==> config.mk <==
export PLATFORM = sky130hd
export DESIGN_NAME = reg_if_router_flat
export DESIGN_NICKNAME = d
export VERILOG_FILES = /design/src/rtl/reg_if_router_if.sv /design/src/rtl/reg_if_router.sv /design/src/flat_wrapper.sv
export SDC_FILE = /design/constraint.sdc
export NUM_CORES = 1
export LEC_CHECK = 0
export CORE_UTILIZATION = 37
export CTS_CLUSTER_DIAMETER = 200
export DETAILED_ROUTE_END_ITERATION = 8
export GPL_TIMING_DRIVEN = 0
export HOLD_SLACK_MARGIN = 0.06
export PLACE_DENSITY = 0.81
export SLEW_MARGIN = 15
export SYNTH_ARGS = -nofsm -noshare
export SYNTH_HDL_FRONTEND = slang
export SYNTH_SLANG_ARGS = --single-unit
==> constraint.sdc <==
create_clock -name clk -period 2.33 [get_ports clk]
set_input_delay 0.466 -clock clk [delete_from_list [all_inputs] [get_ports clk]]
set_output_delay 0.466 -clock clk [all_outputs]
set_load 0.02 [all_outputs]
==> src/rtl/reg_if_router_if.sv <==
// reg_if_router_if -- bundle of the upstream register port (from axi_lite_slave)
// and the four-client downstream register port served by reg_if_router.
//   slave  : router view (takes i_* signals, drives o_* signals)
//   master : environment view (upstream slave + client cores)
// Upstream : i_reg_address, i_reg_in_rdy/i_reg_in_data (write level request),
//            i_reg_out_req (read level request), o_reg_in_ack_stb,
//            o_reg_out_rdy_stb, o_reg_out_data, o_reg_invalid_addr.
// Clients  : o_cli_address, o_cli_in_data, o_cli_in_rdy[3:0], o_cli_out_req[3:0],
//            i_cli_in_ack_stb[3:0], i_cli_out_rdy_stb[3:0],
//            i_cli_out_data[127:0] (client k at [32k+31:32k]), i_cli_invalid_addr[3:0].
interface reg_if_router_if #(
  parameter int ADDR_WIDTH = 16
);
  logic [ADDR_WIDTH-1:0] i_reg_address;
  logic                  o_reg_invalid_addr;
  logic                  i_reg_in_rdy;
  logic                  o_reg_in_ack_stb;
  logic [31:0]           i_reg_in_data;
  logic                  i_reg_out_req;
  logic                  o_reg_out_rdy_stb;
  logic [31:0]           o_reg_out_data;

  logic [ADDR_WIDTH-1:0] o_cli_address;
  logic [31:0]           o_cli_in_data;
  logic [3:0]            o_cli_in_rdy;
  logic [3:0]            i_cli_in_ack_stb;
  logic [3:0]            o_cli_out_req;
  logic [3:0]            i_cli_out_rdy_stb;
  logic [127:0]          i_cli_out_data;
  logic [3:0]            i_cli_invalid_addr;

  modport slave (
    input  i_reg_address, i_reg_in_rdy, i_reg_in_data, i_reg_out_req,
    input  i_cli_in_ack_stb, i_cli_out_rdy_stb, i_cli_out_data, i_cli_invalid_addr,
    output o_reg_invalid_addr, o_reg_in_ack_stb, o_reg_out_rdy_stb, o_reg_out_data,
    output o_cli_address, o_cli_in_data, o_cli_in_rdy, o_cli_out_req
  );

  modport master (
    output i_reg_address, i_reg_in_rdy, i_reg_in_data, i_reg_out_req,
    output i_cli_in_ack_stb, i_cli_out_rdy_stb, i_cli_out_data, i_cli_invalid_addr,
    input  o_reg_invalid_addr, o_reg_in_ack_stb, o_reg_out_rdy_stb, o_reg_out_data,
    input  o_cli_address, o_cli_in_data, o_cli_in_rdy, o_cli_out_req
  );
endinterface

==> src/rtl/reg_if_router.sv <==
// reg_if_router -- routes one upstream register port to up to four client
// register banks selected by address[SEL_LSB+1:SEL_LSB]. One transaction at a
// time; disabled windows (and, optionally, silent clients) get a synthesized
// invalid-address response.
// Ports:
//   clk  : system clock
//   rst  : synchronous, active-high reset
//   bus  : reg_if_router_if.slave (upstream + client signals)
// Parameters: ADDR_WIDTH, SEL_LSB, CLIENT_EN (per-client enable mask),
//   TIMEOUT_CYCLES (2..65535, only used with the timeout build).
// Build option: define REG_IF_ROUTER_TIMEOUT_EN to compile in the client
//   response timeout; without it the wait states wait indefinitely.
// All outputs come straight from flops.
module reg_if_router #(
  parameter int         ADDR_WIDTH     = 16,
  parameter int         SEL_LSB        = 12,
  parameter logic [3:0] CLIENT_EN      = 4'b1111,
  parameter int         TIMEOUT_CYCLES = 256
) (
  input  logic           clk,
  input  logic           rst,
  reg_if_router_if.slave bus
);

  typedef enum logic [2:0] {
    IDLE    = 3'd0,
    WR_WAIT = 3'd1,
    RD_WAIT = 3'd2,
    RESP    = 3'd3,
    HOLD    = 3'd4
  } state_t;

  // Clears the select field so each client sees its own zero-based map.
  localparam logic [ADDR_WIDTH-1:0] SEL_MASK = ~(ADDR_WIDTH'(2'b11) << SEL_LSB);

  state_t                state_q, state_d;
  logic [1:0]            sel_q, sel_d;
  logic [1:0]            start_sel;
  logic [ADDR_WIDTH-1:0] addr_q, addr_d;
  logic [31:0]           wdata_q, wdata_d;
  logic [3:0]            cli_wr_q, cli_wr_d;
  logic [3:0]            cli_rd_q, cli_rd_d;
  logic                  ack_q, ack_d;
  logic                  rdy_q, rdy_d;
  logic                  inv_q, inv_d;
  logic [31:0]           rdata_q, rdata_d;
  logic                  timeout_hit;

  assign start_sel = bus.i_reg_address[SEL_LSB +: 2];

`ifdef REG_IF_ROUTER_TIMEOUT_EN
  logic [15:0] tmo_cnt_q;

  // Runs only while waiting on a client; any other state parks it at 0,
  // so every wait starts counting from 0.
  always_ff @(posedge clk) begin
    if (rst)
      tmo_cnt_q <= '0;
    else if (state_q == WR_WAIT || state_q == RD_WAIT)
      tmo_cnt_q <= tmo_cnt_q + 16'd1;
    else
      tmo_cnt_q <= '0;
  end

  assign timeout_hit = (tmo_cnt_q == 16'(TIMEOUT_CYCLES - 1));
`else
  assign timeout_hit = 1'b0;
`endif

  // Next-state / next-output logic. Strobes and the error flag default low,
  // so they only rise for the single RESP cycle.
  always_comb begin
    state_d  = state_q;
    sel_d    = sel_q;
    addr_d   = addr_q;
    wdata_d  = wdata_q;
    cli_wr_d = cli_wr_q;
    cli_rd_d = cli_rd_q;
    ack_d    = 1'b0;
    rdy_d    = 1'b0;
    inv_d    = 1'b0;
    rdata_d  = rdata_q;

    case (state_q)
      IDLE: begin
        if (bus.i_reg_in_rdy || bus.i_reg_out_req) begin
          sel_d  = start_sel;
          addr_d = bus.i_reg_address & SEL_MASK;
          if (bus.i_reg_in_rdy)
            wdata_d = bus.i_reg_in_data;
          if (!CLIENT_EN[start_sel]) begin
            // Disabled window: answer immediately, never touch a client.
            state_d = RESP;
            inv_d   = 1'b1;
            if (bus.i_reg_in_rdy) begin
              ack_d = 1'b1;
            end else begin
              rdy_d   = 1'b1;
              rdata_d = 32'h0;
            end
          end else if (bus.i_reg_in_rdy) begin
            // Write wins over a simultaneous read; the read is picked up
            // after HOLD since the upstream keeps its level request.
            state_d  = WR_WAIT;
            cli_wr_d = 4'b0001 << start_sel;
          end else begin
            state_d  = RD_WAIT;
            cli_rd_d = 4'b0001 << start_sel;
          end
        end
      end

      WR_WAIT: begin
        // Client strobe is checked first so a strobe on the expiry cycle wins.
        if (bus.i_cli_in_ack_stb[sel_q]) begin
          state_d  = RESP;
          cli_wr_d = 4'b0000;
          ack_d    = 1'b1;
          inv_d    = bus.i_cli_invalid_addr[sel_q];
        end else if (timeout_hit) begin
          state_d  = RESP;
          cli_wr_d = 4'b0000;
          ack_d    = 1'b1;
          inv_d    = 1'b1;
        end
      end

      RD_WAIT: begin
        if (bus.i_cli_out_rdy_stb[sel_q]) begin
          state_d  = RESP;
          cli_rd_d = 4'b0000;
          rdy_d    = 1'b1;
          inv_d    = bus.i_cli_invalid_addr[sel_q];
          rdata_d  = bus.i_cli_out_data[32*sel_q +: 32];
        end else if (timeout_hit) begin
          state_d  = RESP;
          cli_rd_d = 4'b0000;
          rdy_d    = 1'b1;
          inv_d    = 1'b1;
          rdata_d  = 32'h0;
        end
      end

      RESP:    state_d = HOLD;
      HOLD:    state_d = IDLE;   // gives upstream a cycle to drop its request
      default: state_d = IDLE;
    endcase
  end

  always_ff @(posedge clk) begin
    if (rst) begin
      state_q  <= IDLE;
      sel_q    <= '0;
      addr_q   <= '0;
      wdata_q  <= '0;
      cli_wr_q <= '0;
      cli_rd_q <= '0;
      ack_q    <= 1'b0;
      rdy_q    <= 1'b0;
      inv_q    <= 1'b0;
      rdata_q  <= '0;
    end else begin
      state_q  <= state_d;
      sel_q    <= sel_d;
      addr_q   <= addr_d;
      wdata_q  <= wdata_d;
      cli_wr_q <= cli_wr_d;
      cli_rd_q <= cli_rd_d;
      ack_q    <= ack_d;
      rdy_q    <= rdy_d;
      inv_q    <= inv_d;
      rdata_q  <= rdata_d;
    end
  end

  assign bus.o_reg_in_ack_stb   = ack_q;
  assign bus.o_reg_out_rdy_stb  = rdy_q;
  assign bus.o_reg_invalid_addr = inv_q;
  assign bus.o_reg_out_data     = rdata_q;
  assign bus.o_cli_address      = addr_q;
  assign bus.o_cli_in_data      = wdata_q;
  assign bus.o_cli_in_rdy       = cli_wr_q;
  assign bus.o_cli_out_req      = cli_rd_q;

endmodule

==> src/flat_wrapper.sv <==
// flat-port wrapper written by rule: the top's interface ports become plain ports
module reg_if_router_flat 
#(
  parameter int         ADDR_WIDTH     = 16,
  parameter int         SEL_LSB        = 12,
  parameter logic [3:0] CLIENT_EN      = 4'b1111,
  parameter int         TIMEOUT_CYCLES = 256
)
  (clk, rst, bus_i_reg_address, bus_i_reg_in_rdy, bus_i_reg_in_data, bus_i_reg_out_req, bus_i_cli_in_ack_stb, bus_i_cli_out_rdy_stb, bus_i_cli_out_data, bus_i_cli_invalid_addr, bus_o_reg_invalid_addr, bus_o_reg_in_ack_stb, bus_o_reg_out_rdy_stb, bus_o_reg_out_data, bus_o_cli_address, bus_o_cli_in_data, bus_o_cli_in_rdy, bus_o_cli_out_req);
  reg_if_router_if #(.ADDR_WIDTH(ADDR_WIDTH)) bus_i ();
  input  logic clk;
  input  logic rst;
  input wire logic [$bits(bus_i.i_reg_address)-1:0] bus_i_reg_address;
  input wire logic [$bits(bus_i.i_reg_in_rdy)-1:0] bus_i_reg_in_rdy;
  input wire logic [$bits(bus_i.i_reg_in_data)-1:0] bus_i_reg_in_data;
  input wire logic [$bits(bus_i.i_reg_out_req)-1:0] bus_i_reg_out_req;
  input wire logic [$bits(bus_i.i_cli_in_ack_stb)-1:0] bus_i_cli_in_ack_stb;
  input wire logic [$bits(bus_i.i_cli_out_rdy_stb)-1:0] bus_i_cli_out_rdy_stb;
  input wire logic [$bits(bus_i.i_cli_out_data)-1:0] bus_i_cli_out_data;
  input wire logic [$bits(bus_i.i_cli_invalid_addr)-1:0] bus_i_cli_invalid_addr;
  output wire logic [$bits(bus_i.o_reg_invalid_addr)-1:0] bus_o_reg_invalid_addr;
  output wire logic [$bits(bus_i.o_reg_in_ack_stb)-1:0] bus_o_reg_in_ack_stb;
  output wire logic [$bits(bus_i.o_reg_out_rdy_stb)-1:0] bus_o_reg_out_rdy_stb;
  output wire logic [$bits(bus_i.o_reg_out_data)-1:0] bus_o_reg_out_data;
  output wire logic [$bits(bus_i.o_cli_address)-1:0] bus_o_cli_address;
  output wire logic [$bits(bus_i.o_cli_in_data)-1:0] bus_o_cli_in_data;
  output wire logic [$bits(bus_i.o_cli_in_rdy)-1:0] bus_o_cli_in_rdy;
  output wire logic [$bits(bus_i.o_cli_out_req)-1:0] bus_o_cli_out_req;
  assign bus_i.i_reg_address = bus_i_reg_address;
  assign bus_i.i_reg_in_rdy = bus_i_reg_in_rdy;
  assign bus_i.i_reg_in_data = bus_i_reg_in_data;
  assign bus_i.i_reg_out_req = bus_i_reg_out_req;
  assign bus_i.i_cli_in_ack_stb = bus_i_cli_in_ack_stb;
  assign bus_i.i_cli_out_rdy_stb = bus_i_cli_out_rdy_stb;
  assign bus_i.i_cli_out_data = bus_i_cli_out_data;
  assign bus_i.i_cli_invalid_addr = bus_i_cli_invalid_addr;
  assign bus_o_reg_invalid_addr = bus_i.o_reg_invalid_addr;
  assign bus_o_reg_in_ack_stb = bus_i.o_reg_in_ack_stb;
  assign bus_o_reg_out_rdy_stb = bus_i.o_reg_out_rdy_stb;
  assign bus_o_reg_out_data = bus_i.o_reg_out_data;
  assign bus_o_cli_address = bus_i.o_cli_address;
  assign bus_o_cli_in_data = bus_i.o_cli_in_data;
  assign bus_o_cli_in_rdy = bus_i.o_cli_in_rdy;
  assign bus_o_cli_out_req = bus_i.o_cli_out_req;
  reg_if_router #(.ADDR_WIDTH(ADDR_WIDTH), .SEL_LSB(SEL_LSB), .CLIENT_EN(CLIENT_EN), .TIMEOUT_CYCLES(TIMEOUT_CYCLES)) u_core (.clk(clk), .rst(rst), .bus(bus_i));
endmodule
# Yosys cells after proc, flatten, opt, wreduce, memory -nomap -nowiden
# Index checks and enable logic that the tools add are counted.
[totals]
register_bits = 94
latch_bits = 0
ram_bits = 0
mem_bits_ro = 0
output_inout_bits = 91
n_memories = 0
[op_classes]
add_sub_neg = 0
multipliers = 0
div_mod_pow = 0
order_cmp = 2
eq_ne = 10
shifts = 2
n_mux = 44
bitwise = 0
n_reduce_logical = 10
[ops]
columns = ["operator", "count"]
rows = [
  ["32-bit 2-to-1 mux", 4],
  ["128-bit by 8-bit indexed part select with 32-bit output", 1],
  ["32-bit one-hot mux with 2 select lines", 1],
  ["4-bit 2-to-1 mux", 8],
  ["1-bit 2-to-1 mux", 16],
  ["4-bit one-hot mux with 2 select lines", 2],
  ["5-bit AND reduction", 3],
  ["3-bit 2-to-1 mux", 4],
  ["3-bit one-hot mux with 4 select lines", 1],
  ["1-bit binary-select mux with 2-bit select", 4],
  ["2-bit by 1-bit inequality test with 1-bit output (second input constant)", 4],
  ["3-bit by 2-bit equality test with 1-bit output (second input constant)", 2],
  ["2-bit by 3-bit less-than comparator with 1-bit output (second input constant)", 2],
  ["2-bit inequality test (second input constant)", 3],
  ["3-bit AND reduction", 2],
  ["1-bit one-hot mux with 2 select lines", 2],
  ["2-bit nonzero test", 2],
  ["1-bit by 2-bit left shift with 4-bit output (first input constant)", 1],
  ["3-bit by 1-bit equality test with 1-bit output (second input constant)", 1],
  ["3-bit logical NOT", 1],
  ["1-bit one-hot mux with 3 select lines", 1],
  ["2-bit 2-to-1 mux", 1],
  ["2-bit AND reduction", 1],
  ["1-bit logical OR", 1],
]

# Longest topological paths before layout
[depth]
word_depth = 5
mapped_depth = 7
depth_no_buf = 4

# Least setup slack after synthesis
# No wires, ideal clock.
[synth_path]
kind = "register to register"
start = "reg u_core.sel_q[0]"
end = "reg u_core.rdata_q[0] (netlist: u_core.bus.o_reg_out_data[0])"
setup_ps = 140
t_arrival_ps = 1511
required_time_ps = 2190
slack_ps = 679
path_stages_with_launch = 8
path_buffers = 3
synth_period_minus_slack_ps = 1651
cell_sequence = "dfxtp_1 buf_6 mux4_2 and3_1 buf_6 buf_6 nand2_2 a21oi_2"
[synth_between]
elab_chain_cells = 4
elab_cells_between_ends = 7
cone_classes = "eq/ne (1); shift (1); mux (4); reduce/logical (1)"
[synth_rtl]
columns = ["element", "line", "text"]
rows = [
  ["from (decl)", "reg_if_router.sv:37", "logic [1:0] sel_q, sel_d;"],
  ["from (signal assigned)", "reg_if_router.sv:164", "sel_q <= sel_d;"],
  ["parallel branches: the longest is 4 deep, another holds 128-bit by 8-bit indexed part select with 32-bit output", "-", ""],
  ["to (signal assigned)", "reg_if_router.sv:172", "rdata_q <= rdata_d;"],
  ["to (decl)", "reg_if_router.sv:46", "logic [31:0] rdata_q, rdata_d;"],
]
# Several ways; the timed one is not identified. The select of a mux whose other input is x is not followed.
# A chain may end at the register's enable or synchronous reset.

# Worst setup path in the final report
[layout_path]
start = "in bus_i_reg_in_rdy"
end = "reg u_core.addr_q[7] (netlist: u_core.bus.o_cli_address[7])"
[layout_between]
elab_chain_cells = 2
[layout_rtl]
columns = ["element", "line", "text"]
rows = [
  ["from (decl)", "flat_wrapper.sv:14", "input wire logic [$bits(bus_i.i_reg_in_rdy)-1:0] bus_i_reg_in_rdy;"],
  ["1-bit logical OR", "reg_if_router.sv:86", "if (bus.i_reg_in_rdy || bus.i_reg_out_req) begin"],
  ["2-bit AND reduction (no line)", "-", ""],
  ["to (signal assigned)", "reg_if_router.sv:165", "addr_q <= addr_d;"],
  ["to (decl)", "reg_if_router.sv:39", "logic [ADDR_WIDTH-1:0] addr_q, addr_d;"],
]
# Every way passes these cells.

==> reports/qor.yml <==
hold_violations: 0
ctsResizeCount: 0
cts_num_sinks: 94
ctsRootBufferMaster: "clkbuf_16"
num_io_pins: 283
final_layout_size_suffix_gt1_share_pct: 17.44
drt.antenna.violating_nets: 0
design.core.area_um2: 11470
buffer_ports.inserted: 280
ctsHoldBuffers: 0
worst_setup_hold_path_clk_slew_ps: 60
worst_ir_drop_vdd_uv: 404.7
rsz_0062_raised_after_global_routing: "no"
antenna_found_initial: 1
tritoncts_clock_tree: "built"
detailed_placement_wirelength_estimate_um: 11960
p_leak_nw: 2.656
dpl_cell_area_um2: 7362
firstDrtPassIters: 4
synth_simple_gate_area_share_pct: 20.44
utilization_pct: 66.71
tightest_slew_ps: 768.8
max_freq_ghz: 0.5101
fp.dieW_um: 110.8
timing.setup.tns_ps: 0
avgViaCountPerCell: 4.977
drc: 0
post_synth.cell_area_avg_um2: 9.515
startpoint_type: "input pin"
finalMaxSlewViolations: 0
run_status: "complete, no violations"
synth_enable_flop_cells: 0
gr-total-overflow: 0
largest_family_of_logic_cells_by_synthesized_area: "simple AND/OR/NAND/NOR gates"
clock-skew-final_ps: 7.687
power.density_cell_area_nw_per_um2: 604.8
grt_start_max_net_pins: 16
post_cts_buffers: 0
dr_total_vias: 4484
cts_inserted_buffers: 9
fin_crit_ps: 1960
worst-endpoint-arrival_ps: 2220
grt_pass1_vias: 4605
detailedRoute.firstIterationViolations: 235
type_of_element_capturing_the_critical_path: "register"
synth.yosys.warnings: 0
yosys_most_used_dff: "dfxtp_1"
final-setup-viol-count: 0
preCtsSetupSlack_ps: 4.429
area_growth_pct: 74.79
critPathRequiredTime_ps: 2590
synthCells: 460
clock_tree.buffer_depth: 2
initial_cell_density_of_the_core_pct: 38.17
synth.area.mux_share_pct: 18.01
timing.max_slew.rel_slack_pct: 48.75
crit_type: "input pin to register"
fill_cells: 930
num-nets-final: 944
post-route-worst-setup-slack_ps: 369.7
synth_sequential_area_ratio_pct: 43.00
fp.dieH_um: 110.8
fin_crit_sh_pct: 84.13
post_synth_fa_ha_maj_area_fraction_pct: 0
globalplace.congestion: 0.8449
grt_first_pass_wirelength_um: 23090
synth-compound-area-share_pct: 13.09
critPathMaxFanout: 10
synthesized_cell_area_um2: 4377
wl_per_cell_um: 16.14
hold_crit_path_type: "register to register"
fin_area_um2: 7650
wl_um: 14540
synth_xor_xnor_area_share_pct: 0
global_route.usage.total_pct: 23.77
clkLatencyLatePin_ps: 340
yosys.cell_types.count: 32
ys_async_sr_fraction_pct: 0
yosys_register_bits: 94
maxCapViolCount: 0
floorplan.die_area_um2: 12270
h-tree-depth: 3
rows: 39
placed cells by master (no fill, tap or decap):
cell type        netlist  layout
clkinv_4               0       1
and3b_1                1       1
and3_1                 1       1
conb_1                 1       2
buf_6                  6       6
nand2_2               40      40
buf_2                  8       8
nor2_2                 1       1
diode_2                0       1
a21oi_1               68      68
clkdlybuf4s50_1        0     280
nand2_1              127     127
and2_1                 1       1
o21a_1                 1       1
inv_6                  0       1
clkbuf_16              0       9
nor2_1                 4       4
nor3_1                 4       4
nand3_2                1       1
nor2b_1                3       3
a2111oi_0              1       1
nand3_1                9       9
nor4_1                 1       1
a22oi_1                3       3
a32oi_1                1       1
buf_12                 2       2
clkbuf_1              17      17
buf_1                  1       1
o21ai_0                1       1
clkinv_2               0       3
clkbuf_8               0       2
o21ai_1                1       1
buf_4                  2       2
mux4_2                35      35
clkbuf_2               1       1
nand2b_1               2       2
dfxtp_1               94      94
a21oi_2               20      20
or2_1                  2       2
metal layers:
metal / GRT usage, % / routed length, um / vias to the layer above
met4: 8.089 / 203 / 0
met3: 4.210 / 814 / 12
met1: 26.78 / 5686 / 2126
li1: - / - / 2161
met5: 0 / 0 / -
met2: 44.68 / 7835 / 185
kinds of logic after synthesis:
kind of cell,count (synthesis)
muxes,35
and+or+nand+nor,197
AOI/OAI and AO/OA,96
buffers and inverters,37
DFF,94
other,1
cell usage after synthesis, types with 2 or more instances:
cell type / instances / area share [%]
nand2_1: 127 / 11
dfxtp_1: 94 / 43
a21oi_1: 68 / 7.8
nand2_2: 40 / 5.7
mux4_2: 35 / 18
a21oi_2: 20 / 4.0
clkbuf_1: 17 / 1.5
nand3_1: 9 / 1.0
buf_2: 8 / 0.91
buf_6: 6 / 1.5
nor2_1: 4 / 0.34
nor3_1: 4 / 0.46
a22oi_1: 3 / 0.51
nor2b_1: 3 / 0.43
buf_12: 2 / 0.91
buf_4: 2 / 0.34
nand2b_1: 2 / 0.29
or2_1: 2 / 0.29
stage by stage:
| step | power (W) | hold slack, ps | cells |
|---|---|---|---|
| floorplan | 0.002577 | 475.2 | 461 |
| global placement | 0.003251 | 442.0 | 884 |
| detailed placement | 0.003288 | 447.1 | 884 |
| CTS | 0.004670 | 455.8 | 900 |
| global route | 0.004845 | 474.6 | 901 |
| finish | 0.004627 | 453.3 | 901 |
area by class of cell:
| class | instances | area, um2 | share of cell area [%] |
|---|---|---|---|
| repair buffers | 280 | 2803 | 36.64 |
| multi-input cells | 330 | 2263 | 29.59 |
| flip-flops and latches | 94 | 1882 | 24.60 |
| clock buffers | 11 | 252.7 | 3.304 |
| plain buffers | 37 | 235.2 | 3.075 |
| well taps | 143 | 178.9 | 2.339 |
| clock inverters | 5 | 32.53 | 0.4253 |
| diodes | 1 | 2.502 | 0.03271 |
power by group:
| group | internal [W] | total (W) | switching, W | leakage (nW) |
|---|---|---|---|---|
| combinational | 0.000777 | 0.00143 | 0.000657 | 1.74 |
| sequential | 0.00173 | 0.00181 | 0.0000782 | 0.766 |
| clock | 0.000781 | 0.00138 | 0.000599 | 0.146 |
| total | 0.00329 | 0.00463 | 0.00133 | 2.66 |
final timing paths:
path | from | endpoint | slack, ps | cells after the start
max | bus_i_reg_in_rdy | u_core.bus.o_cli_address[7] | 370 | 5
min | u_core.bus.o_cli_address[2] | u_core.bus.o_cli_address[2] | 450 | 2
max reg2reg | u_core.state_q[1] | u_core.bus.o_cli_address[7] | 450 | 5
min reg2reg | u_core.bus.o_cli_address[2] | u_core.bus.o_cli_address[2] | 450 | 2
state kept, by name (all words and copies together) (netlist names):
register,cells
u_core.bus.o_cli_in_data,32
u_core.bus.o_reg_out_data,32
u_core.bus.o_cli_address,14
u_core.bus.o_cli_in_rdy,4
u_core.bus.o_cli_out_req,4
u_core.state_q,3
u_core.sel_q,2
u_core.bus.o_reg_in_ack_stb,1
u_core.bus.o_reg_invalid_addr,1
u_core.bus.o_reg_out_rdy_stb,1
worst max-delay path: stages:
cell	delay [ps]
clkdlybuf4s50_1	500
o21ai_1	560
clkbuf_1	410
nand2_1	120
a21oi_1	150
(Power assumes the default switching activity.)
